===== src/rtl/tile_mixer_pkg.sv =====
// Shared widths, constants and helpers for the two-layer tile pixel mixer.
// Pixel groups are packed with pixel 0 in the most significant DOT_W bits.
package tile_mixer_pkg;

   localparam int DOT_W  = 3;
   localparam int ATTR_W = 8;
   localparam int PRI_W  = 3;
   localparam int GD_W   = 4 * DOT_W;
   localparam int GRP_W  = 8 * DOT_W;
   localparam int PC_W   = 4;

   localparam logic [DOT_W-1:0] TRANSPARENT = 3'b111;
   localparam logic [PC_W-1:0]  PC_DONE     = 4'd8;
   localparam logic [PC_W-1:0]  PC_LAST     = 4'd7;

   typedef enum logic {
      LAYER_A = 1'b0,
      LAYER_B = 1'b1
   } layer_e;

   typedef struct packed {
      logic [DOT_W-1:0]  dot;
      logic [ATTR_W-1:0] col;
      logic              opaque;
      layer_e            layer;
   } mix_t;

   // Reverses pixel order within an 8-pixel group; bits inside each pixel keep their order.
   function automatic logic [GRP_W-1:0] reverse_pixels(input logic [GRP_W-1:0] grp);
      logic [GRP_W-1:0] r;
      for (int i = 0; i < 8; i++) begin
         r[i*DOT_W +: DOT_W] = grp[(7-i)*DOT_W +: DOT_W];
      end
      return r;
   endfunction

endpackage


===== src/rtl/tile_layer_shifter.sv =====
// One scroll layer: fetch buffer, active pixel shifter, active attribute,
// pixel counter and a sticky flag raised when the tile runs out before a strobe.
module tile_layer_shifter
   import tile_mixer_pkg::*;
(
   input  logic              CLK_6M,
   input  logic              rst,
   input  logic              wr_en,
   input  logic              nib,
   input  logic [GD_W-1:0]   gd,
   input  logic [ATTR_W-1:0] attr,
   input  logic              strobe,
   input  logic              flip,
   output logic [DOT_W-1:0]  pix,
   output logic [ATTR_W-1:0] col,
   output logic              underrun
);

   logic [GRP_W-1:0]  buf_q;
   logic [ATTR_W-1:0] buf_attr;
   logic [GRP_W-1:0]  sr;
   logic [ATTR_W-1:0] col_q;
   logic [PC_W-1:0]   pc;
   logic              underrun_q;

   // NOTE: every register here uses <= so the strobe reads buf_q as it was
   // before a same-cycle LD write; a blocking write would leak the new tile in early.
   always_ff @(posedge CLK_6M) begin
      if (rst) begin
         // NOTE: the fetch buffer is only 24+8 flops, so it is cleared with the
         // rest of the state instead of being left as uninitialised storage.
         buf_q      <= '0;
         buf_attr   <= '0;
         sr         <= '1;
         col_q      <= '0;
         pc         <= PC_DONE;
         underrun_q <= 1'b0;
      end else begin
         if (wr_en) begin
            if (nib) begin
               buf_q[GD_W-1:0] <= gd;
            end else begin
               buf_q[GRP_W-1:GD_W] <= gd;
               buf_attr            <= attr;
            end
         end

         if (strobe) begin
            sr    <= flip ? reverse_pixels(buf_q) : buf_q;
            col_q <= buf_attr;
            pc    <= '0;
         end else begin
            sr <= {sr[GRP_W-DOT_W-1:0], TRANSPARENT};
            if (pc != PC_DONE) begin
               pc <= pc + 1'b1;
            end
            // Only the 7 -> 8 step flags; a counter parked at 8 since reset stays quiet.
            if (pc == PC_LAST) begin
               underrun_q <= 1'b1;
            end
         end
      end
   end

   assign pix      = sr[GRP_W-1 -: DOT_W];
   assign col      = col_q;
   assign underrun = underrun_q;

endmodule


===== src/rtl/tile_pixel_mixer.sv =====
// Two-layer tile pixel mixer: routes graphics-ROM fetches to the layer shifters,
// resolves layer priority and registers the dot/colour pair for the palette stage.
module tile_pixel_mixer
   import tile_mixer_pkg::*;
(
   input  logic              CLK_6M,
   input  logic              rst,
   input  logic              CLK_2H,
   input  logic              LD,
   input  logic              NIB,
   input  logic [GD_W-1:0]   GD,
   input  logic [ATTR_W-1:0] ATTR,
   input  logic              HA2,
   input  logic              HB2,
   input  logic              FLIP,
   input  logic [PRI_W-1:0]  PRI_A,
   input  logic [PRI_W-1:0]  PRI_B,
   output logic [DOT_W-1:0]  DOT,
   output logic [ATTR_W-1:0] COL,
   output logic              OPAQUE,
   output logic              LAYER,
   output logic              UNDERRUN
);

   logic              wr_a, wr_b;
   logic [DOT_W-1:0]  pix_a, pix_b;
   logic [ATTR_W-1:0] col_a, col_b;
   logic              und_a, und_b;
   logic              opq_a, opq_b;
   mix_t              mix;

   assign wr_a = LD & ~CLK_2H;
   assign wr_b = LD &  CLK_2H;

   tile_layer_shifter u_layer_a (
      .CLK_6M   (CLK_6M),
      .rst      (rst),
      .wr_en    (wr_a),
      .nib      (NIB),
      .gd       (GD),
      .attr     (ATTR),
      .strobe   (HA2),
      .flip     (FLIP),
      .pix      (pix_a),
      .col      (col_a),
      .underrun (und_a)
   );

   tile_layer_shifter u_layer_b (
      .CLK_6M   (CLK_6M),
      .rst      (rst),
      .wr_en    (wr_b),
      .nib      (NIB),
      .gd       (GD),
      .attr     (ATTR),
      .strobe   (HB2),
      .flip     (FLIP),
      .pix      (pix_b),
      .col      (col_b),
      .underrun (und_b)
   );

   assign opq_a = (pix_a != TRANSPARENT);
   assign opq_b = (pix_b != TRANSPARENT);

   always_comb begin
      // NOTE: the backdrop value is assigned first so every path through the
      // if/else leaves mix driven and no latch is inferred.
      mix = '{dot: TRANSPARENT, col: '0, opaque: 1'b0, layer: LAYER_A};
      if (opq_a && (!opq_b || PRI_A >= PRI_B)) begin
         mix = '{dot: pix_a, col: col_a, opaque: 1'b1, layer: LAYER_A};
      end else if (opq_b) begin
         mix = '{dot: pix_b, col: col_b, opaque: 1'b1, layer: LAYER_B};
      end
   end

   always_ff @(posedge CLK_6M) begin
      if (rst) begin
         DOT    <= TRANSPARENT;
         COL    <= '0;
         OPAQUE <= 1'b0;
         LAYER  <= LAYER_A;
      end else begin
         DOT    <= mix.dot;
         COL    <= mix.col;
         OPAQUE <= mix.opaque;
         LAYER  <= mix.layer;
      end
   end

   assign UNDERRUN = und_a | und_b;

endmodule


===== config.mk =====
export PLATFORM = sky130hd
export DESIGN_NAME = tile_pixel_mixer
export DESIGN_NICKNAME = d
export VERILOG_FILES = /design/src/rtl/tile_mixer_pkg.sv /design/src/rtl/tile_layer_shifter.sv /design/src/rtl/tile_pixel_mixer.sv
export SDC_FILE = /design/constraint.sdc
export NUM_CORES = 1
export LEC_CHECK = 0
export ABC_AREA = 0
export BUFFER_PORTS_ARGS = -buffer_cell sky130_fd_sc_hd__buf_2
export CORE_MARGIN = 2
export CORE_UTILIZATION = 45
export DETAILED_ROUTE_END_ITERATION = 10
export GPL_TIMING_DRIVEN = 0
export PLACE_DENSITY_LB_ADDON = 0.15
export SYNTH_ARGS = -nofsm -noshare
export SYNTH_HDL_FRONTEND = slang
export SYNTH_SLANG_ARGS = --single-unit

===== constraint.sdc =====
create_clock -name CLK_6M -period 1.45 [get_ports CLK_6M]
set_input_delay 0.145 -clock CLK_6M [delete_from_list [all_inputs] [get_ports CLK_6M]]
set_output_delay 0.145 -clock CLK_6M [all_outputs]
set_load 0.05 [all_outputs]

Yosys cells after proc, flatten, opt, wreduce, memory -nomap -nowiden:

Index checks and enable logic that the tools add are counted.

* add/sub/neg operators: 2
* multipliers: 0
* divide/modulo/power cells: 0
* $lt $le $gt $ge: 1
* equality and inequality tests: 6
* shift operators: 0
* muxes and demuxes: 10
* bitwise gates (word level): 7
* reduce and logical (&&, ||, !) cells: 16

Operators with widths (number)
* $mux W24: 4
* $mux W13: 2
* $mux W4: 4
* $reduce_and A2 Y1: 6
* $reduce_or A2 Y1: 5
* $add A4 B1 Y4 const B: 2
* $eq A4 B3 Y1 const B: 2
* $ne A4 B4 Y1 const B: 2
* $ne A3 B3 Y1 const B: 2
* $not A1 Y1: 4
* $reduce_bool A2 Y1: 2
* $ge A3 B3 Y1: 1
* $and A1 B1 Y1: 2
* $logic_and A1 B1 Y1: 1
* $logic_not A1 Y1: 1
* $logic_or A1 B1 Y1: 1
* $or A1 B1 Y1: 1

* bits in registers: 151
* bits in latches: 0
* RAM bits: 0
* bits in read-only memories: 0
* memories: 0

Depth between registers and ports, before layout:

* word-level depth: 5
* gate-level depth with buffers: 7
* mapped depth without buffers: 6

By module:

A second synthesis with hierarchy kept.

* cells, all modules: 708
* area total of the unflattened synthesis: 6218.5 µm²

Modules (own cells, without submodules)
* tile_layer_shifter: times used 2, cells each 319, area each 2787.7 µm²
* tile_pixel_mixer: times used 1, cells each 70, area each 643.1 µm²

Least setup slack after synthesis:

OpenSTA, ideal clock, no wires.

* kind: input to register
* start: input PRI_B[2]
* end: register DOT[0]
* library setup time: 116 ps
* data arrival time: 1207 ps
* required time: 1334 ps
* slack: 127 ps
* stages: 7
* path buffers: 1
* cells stage by stage: inv_1 ha_1 a21oi_2 o21a_1 buf_2 o21ai_1 a31o_2

* longest elaborated chain between the ends: 4

Ends and longest elaborated chain
* start: declaration: line tile_pixel_mixer.sv:17 `input logic [PRI_W-1:0] PRI_B,`
* $ge A3 B3 Y1: line tile_pixel_mixer.sv:70 `if (opq_a && (!opq_b || PRI_A >= PRI_B)) begin`
* $logic_or A1 B1 Y1: line tile_pixel_mixer.sv:70
* $logic_and A1 B1 Y1: line tile_pixel_mixer.sv:70
* $mux W13: line tile_pixel_mixer.sv:70
* end signal: assignment: line tile_pixel_mixer.sv:84 `DOT <= mix.dot;`
* end: declaration: line tile_pixel_mixer.sv:18 `output logic [DOT_W-1:0] DOT,`

Every way passes these cells.
A chain may end at the register's enable or synchronous reset.

Worst setup path after layout:

* start: register u_layer_a.underrun_q, in the netlist u_layer_a.underrun
* end: output UNDERRUN

* longest elaborated chain between the ends: 1

Ends and longest elaborated chain
* start: declaration: line tile_layer_shifter.sv:24 `logic underrun_q;`
* start signal: assignment: line tile_layer_shifter.sv:37 `underrun_q <= 1'b0;`
* start signal: assignment: line tile_layer_shifter.sv:59 `underrun_q <= 1'b1;`
* $or A1 B1 Y1: line tile_pixel_mixer.sv:91 `assign UNDERRUN = und_a | und_b;`
* end: declaration: line tile_pixel_mixer.sv:22 `output logic UNDERRUN`

Every way passes these cells.

==> flow_metrics.env <==
export IMPL_status="completed"
export IMPL_die_area_um2=14500
export IMPL_avgSynthCellArea_um2=8.67
export IMPL_clk_pin_slew_ns=0.06
export IMPL_tightest_slew_ns=0.648
export IMPL_fin_area_um2=7210
export IMPL_min_from="GD[0]"
export IMPL_area_growth_pct=18.3
export IMPL_h_tree_depth=4
export IMPL_drcViolationCount=0
export IMPL_setup_violations=0
export IMPL_grt_start_max_net_pins=17
export IMPL_dpl_hpwl_mm=10.8
export IMPL_via_per_inst=5.15
export IMPL_worstSkewPairLatency_ns=0.42
export IMPL_max_stage_delay_ns=0.32
export IMPL_die_w_um=120
export IMPL_power_density_nw_per_um2=1330
export IMPL_holdBufCountCts=11
export IMPL_antenna_left=0
export IMPL_portBuffers=43
export IMPL_wl_per_cell_um=15.5
export IMPL_critPathArrivalTime_ns=1.24
export IMPL_cts_buffer_depth=2
export IMPL_vias=4973
export IMPL_report_final_slew_viol_count=0
export IMPL_max_freq_mhz=722
export IMPL_yosysWarnings=0
export IMPL_ctsResizeCount=0
export IMPL_totalWireLength_mm=14.9
export IMPL_yosys_area_top_type_share_pct=49.6
export IMPL_dr_pass1_iters=7
export IMPL_relSlewSlack_pct=56.8
export IMPL_period_share_pct=95.5
export IMPL_antenna_found_initial=0
export IMPL_layout_min_cycle_time_ns=1.38
export IMPL_synthCells=703
export IMPL_cap_violations=0
export IMPL_async_flop_share_pct=0
export IMPL_grt_overflow=0
export IMPL_netlist_area_um2=6100
export IMPL_final_nets=817
export IMPL_whs_ns=0.0223
export IMPL_min_path_type="in -> reg"
export IMPL_cts_buffers=17
export IMPL_endpoint_kind="output port"
export IMPL_yosysUniqueCellTypes=37
export IMPL_start_util_pct=46.0
export IMPL_leakage_nw=2.95
export IMPL_rsz0062_at_grt="false"
export IMPL_grt_pass1_vias=4858
export IMPL_antennaDiodeCount=0
export IMPL_gp_congestion=0.804
export IMPL_drtIter0Drc=371
export IMPL_drive_gt1_share_pct=17.4
export IMPL_cts_tree="yes"
export IMPL_reg2reg_depth=4
export IMPL_ys_seq_area_share_pct=49.6
export IMPL_cp_buffers_inverters=1
export IMPL_postCtsSetupBuffers=0
export IMPL_crit_slowest_cell="dfxtp_1"
export IMPL_crit_family="flip-flops"
export IMPL_path_cells="or2_2 > buf_2"
export IMPL_synth_seq_cells=151
export IMPL_synth_fp_nets=744
export IMPL_r2r_start="u_layer_a.sr[21]"
export IMPL_cts_sinks=151
export IMPL_crit_path_max_fanout=2
export IMPL_pin_count=48
export IMPL_synth_largest_area_cell="dfxtp_1"
export IMPL_track_usage_pct=21.4
export IMPL_finClkSkew_ns=0.00601
export IMPL_grt_pass1_wl_mm=23.7
export IMPL_start_kind="flop"
export IMPL_synth_area_top_cells="dfxtp_1 50%, mux2i_1 11%, a21oi_1 9.4%"
export IMPL_whs_endpoint="u_layer_a.buf_q[0]"
export IMPL_ff2ff_setup_slack_ns=0.10
export IMPL_cp_required_ns=1.31
export IMPL_num_rows=42
export IMPL_coreArea_um2=13200
export IMPL_synth_edf_count=0
export IMPL_hold_viol=0
export IMPL_rr_endpoint="DOT[1]"
export IMPL_die_y_um=120
export IMPL_finalPower_mw=9.56
export IMPL_worst_ir_drop_vdd_uv=761
export IMPL_synth_top_flop_cell="dfxtp_1"
export IMPL_cts_root_buffer="clkbuf_16"
export IMPL_setup_tns_ns=0
export IMPL_hold_depth=3
export IMPL_placed_area_um2=6530
export IMPL_critical_path_class="reg -> out"
power breakdown:
part	total (mW)	leakage (nW)	switching [mW]	internal, mW
sequential	4.43	1.24	0.0945	4.33
combinational	0.896	1.44	0.544	0.352
clock	4.23	0.277	1.68	2.55
total	9.56	2.95	2.32	7.24
synthesized netlist by cell type (2+ instances only):
cell type	instances
inv_1	7
buf_2	22
buf_4	2
nand3b_1	3
nor2b_1	2
mux2i_1	66
o21bai_1	2
nor3b_1	2
a221o_1	2
or2_1	14
o211ai_1	8
xnor2_1	2
nor2_1	66
nand3_1	13
a31oi_1	2
buf_12	2
nand2_1	140
ha_1	7
buf_1	3
a21oi_1	115
xor2_1	4
dfxtp_1	151
clkbuf_1	18
nor3_1	6
or2_2	30
and3_1	2
nand2b_1	2
worst reg2reg max path, delay by kind of cell (launching register included):
family	cells	cell delay, ns
DFF	1	0.42
AOI/OAI and AO/OA	1	0.35
and+or+nand+nor	2	0.27
buffers and inverters	1	0.20
cell type report:
| class | instances | area (µm²) |
|---|---|---|
| inverters | 7 | 26.3 |
| clock buffers | 18 | 439 |
| clock inverters | 14 | 134 |
| multi-input cells | 496 | 2780 |
| flip-flops and latches | 151 | 3020 |
| well taps | 176 | 220 |
| plain buffers | 49 | 270 |
| repair buffers | 54 | 325 |
| fillers | 1259 | 6030 |
registers in the layout (all words and copies together) (netlist names), 3 cells and up:
name                cells
u_layer_a.buf_attr      8
u_layer_a.sr           24
u_layer_b.sr           24
u_layer_a.pc            4
u_layer_a.col           8
u_layer_b.pc            4
u_layer_a.buf_q        24
u_layer_b.col           8
u_layer_b.buf_q        24
COL                     8
u_layer_b.buf_attr      8
DOT                     3
per-layer routing:
layer,track usage (%),wire length (µm)
met1,27.1,6780
met2,35.1,7010
met3,4.39,713
met4,9.52,420
met5,0,0
worst max path at each step:
stage | start | end | slack, ns | cells past startpoint
final | u_layer_a.underrun | UNDERRUN | 0.07 | 2
after detailed placement | PRI_B[2] | DOT[1] | -0.17 | 7
after global placement | PRI_B[2] | DOT[1] | -0.13 | 7
after floorplan | PRI_B[2] | DOT[0] | 0.13 | 7
after global routing | u_layer_a.underrun | UNDERRUN | 0.03 | 2
after CTS | u_layer_a.underrun | UNDERRUN | 0.05 | 2
per-stage QoR:
| stage | std cells | util [%] | setup WS [ns] |
|---|---|---|---|
| final | 965 | 54.5 | 0.0659 |
| after global routing | 965 | 54.5 | 0.0261 |
| after global placement | 922 | 49.3 | -0.126 |
| after floorplan | 703 | - | 0.127 |
| after CTS | 965 | 54.5 | 0.0456 |
| after detailed placement | 922 | 49.3 | -0.167 |
kinds of logic after synthesis:
kind of cell,synth area share [%]
AO/OA/AOI/OAI,11.9
AND/OR/NAND/NOR,20.5
adder cells (fa/ha/maj),1.44
buffers and inverters,4.86
flip-flops,49.6
multiplexers,10.8
XOR/XNOR,0.862
cells in the final DEF, fill, tap and decap left out, drive strengths merged, types with 3 or more instances in the layout:
cell / instances
or2: 44
dlygate4sd3: 11
nand3b: 3
xor2: 4
clkbuf: 36
clkinv: 8
clkinvlp: 4
ha: 7
a21oi: 116
nor2b: 3
nand2: 140
o211ai: 9
mux2i: 66
nand3: 13
inv: 7
buf: 74
nor2: 66
dfxtp: 151
nor3: 6
Note: power is estimated with default switching activity, not from simulation.
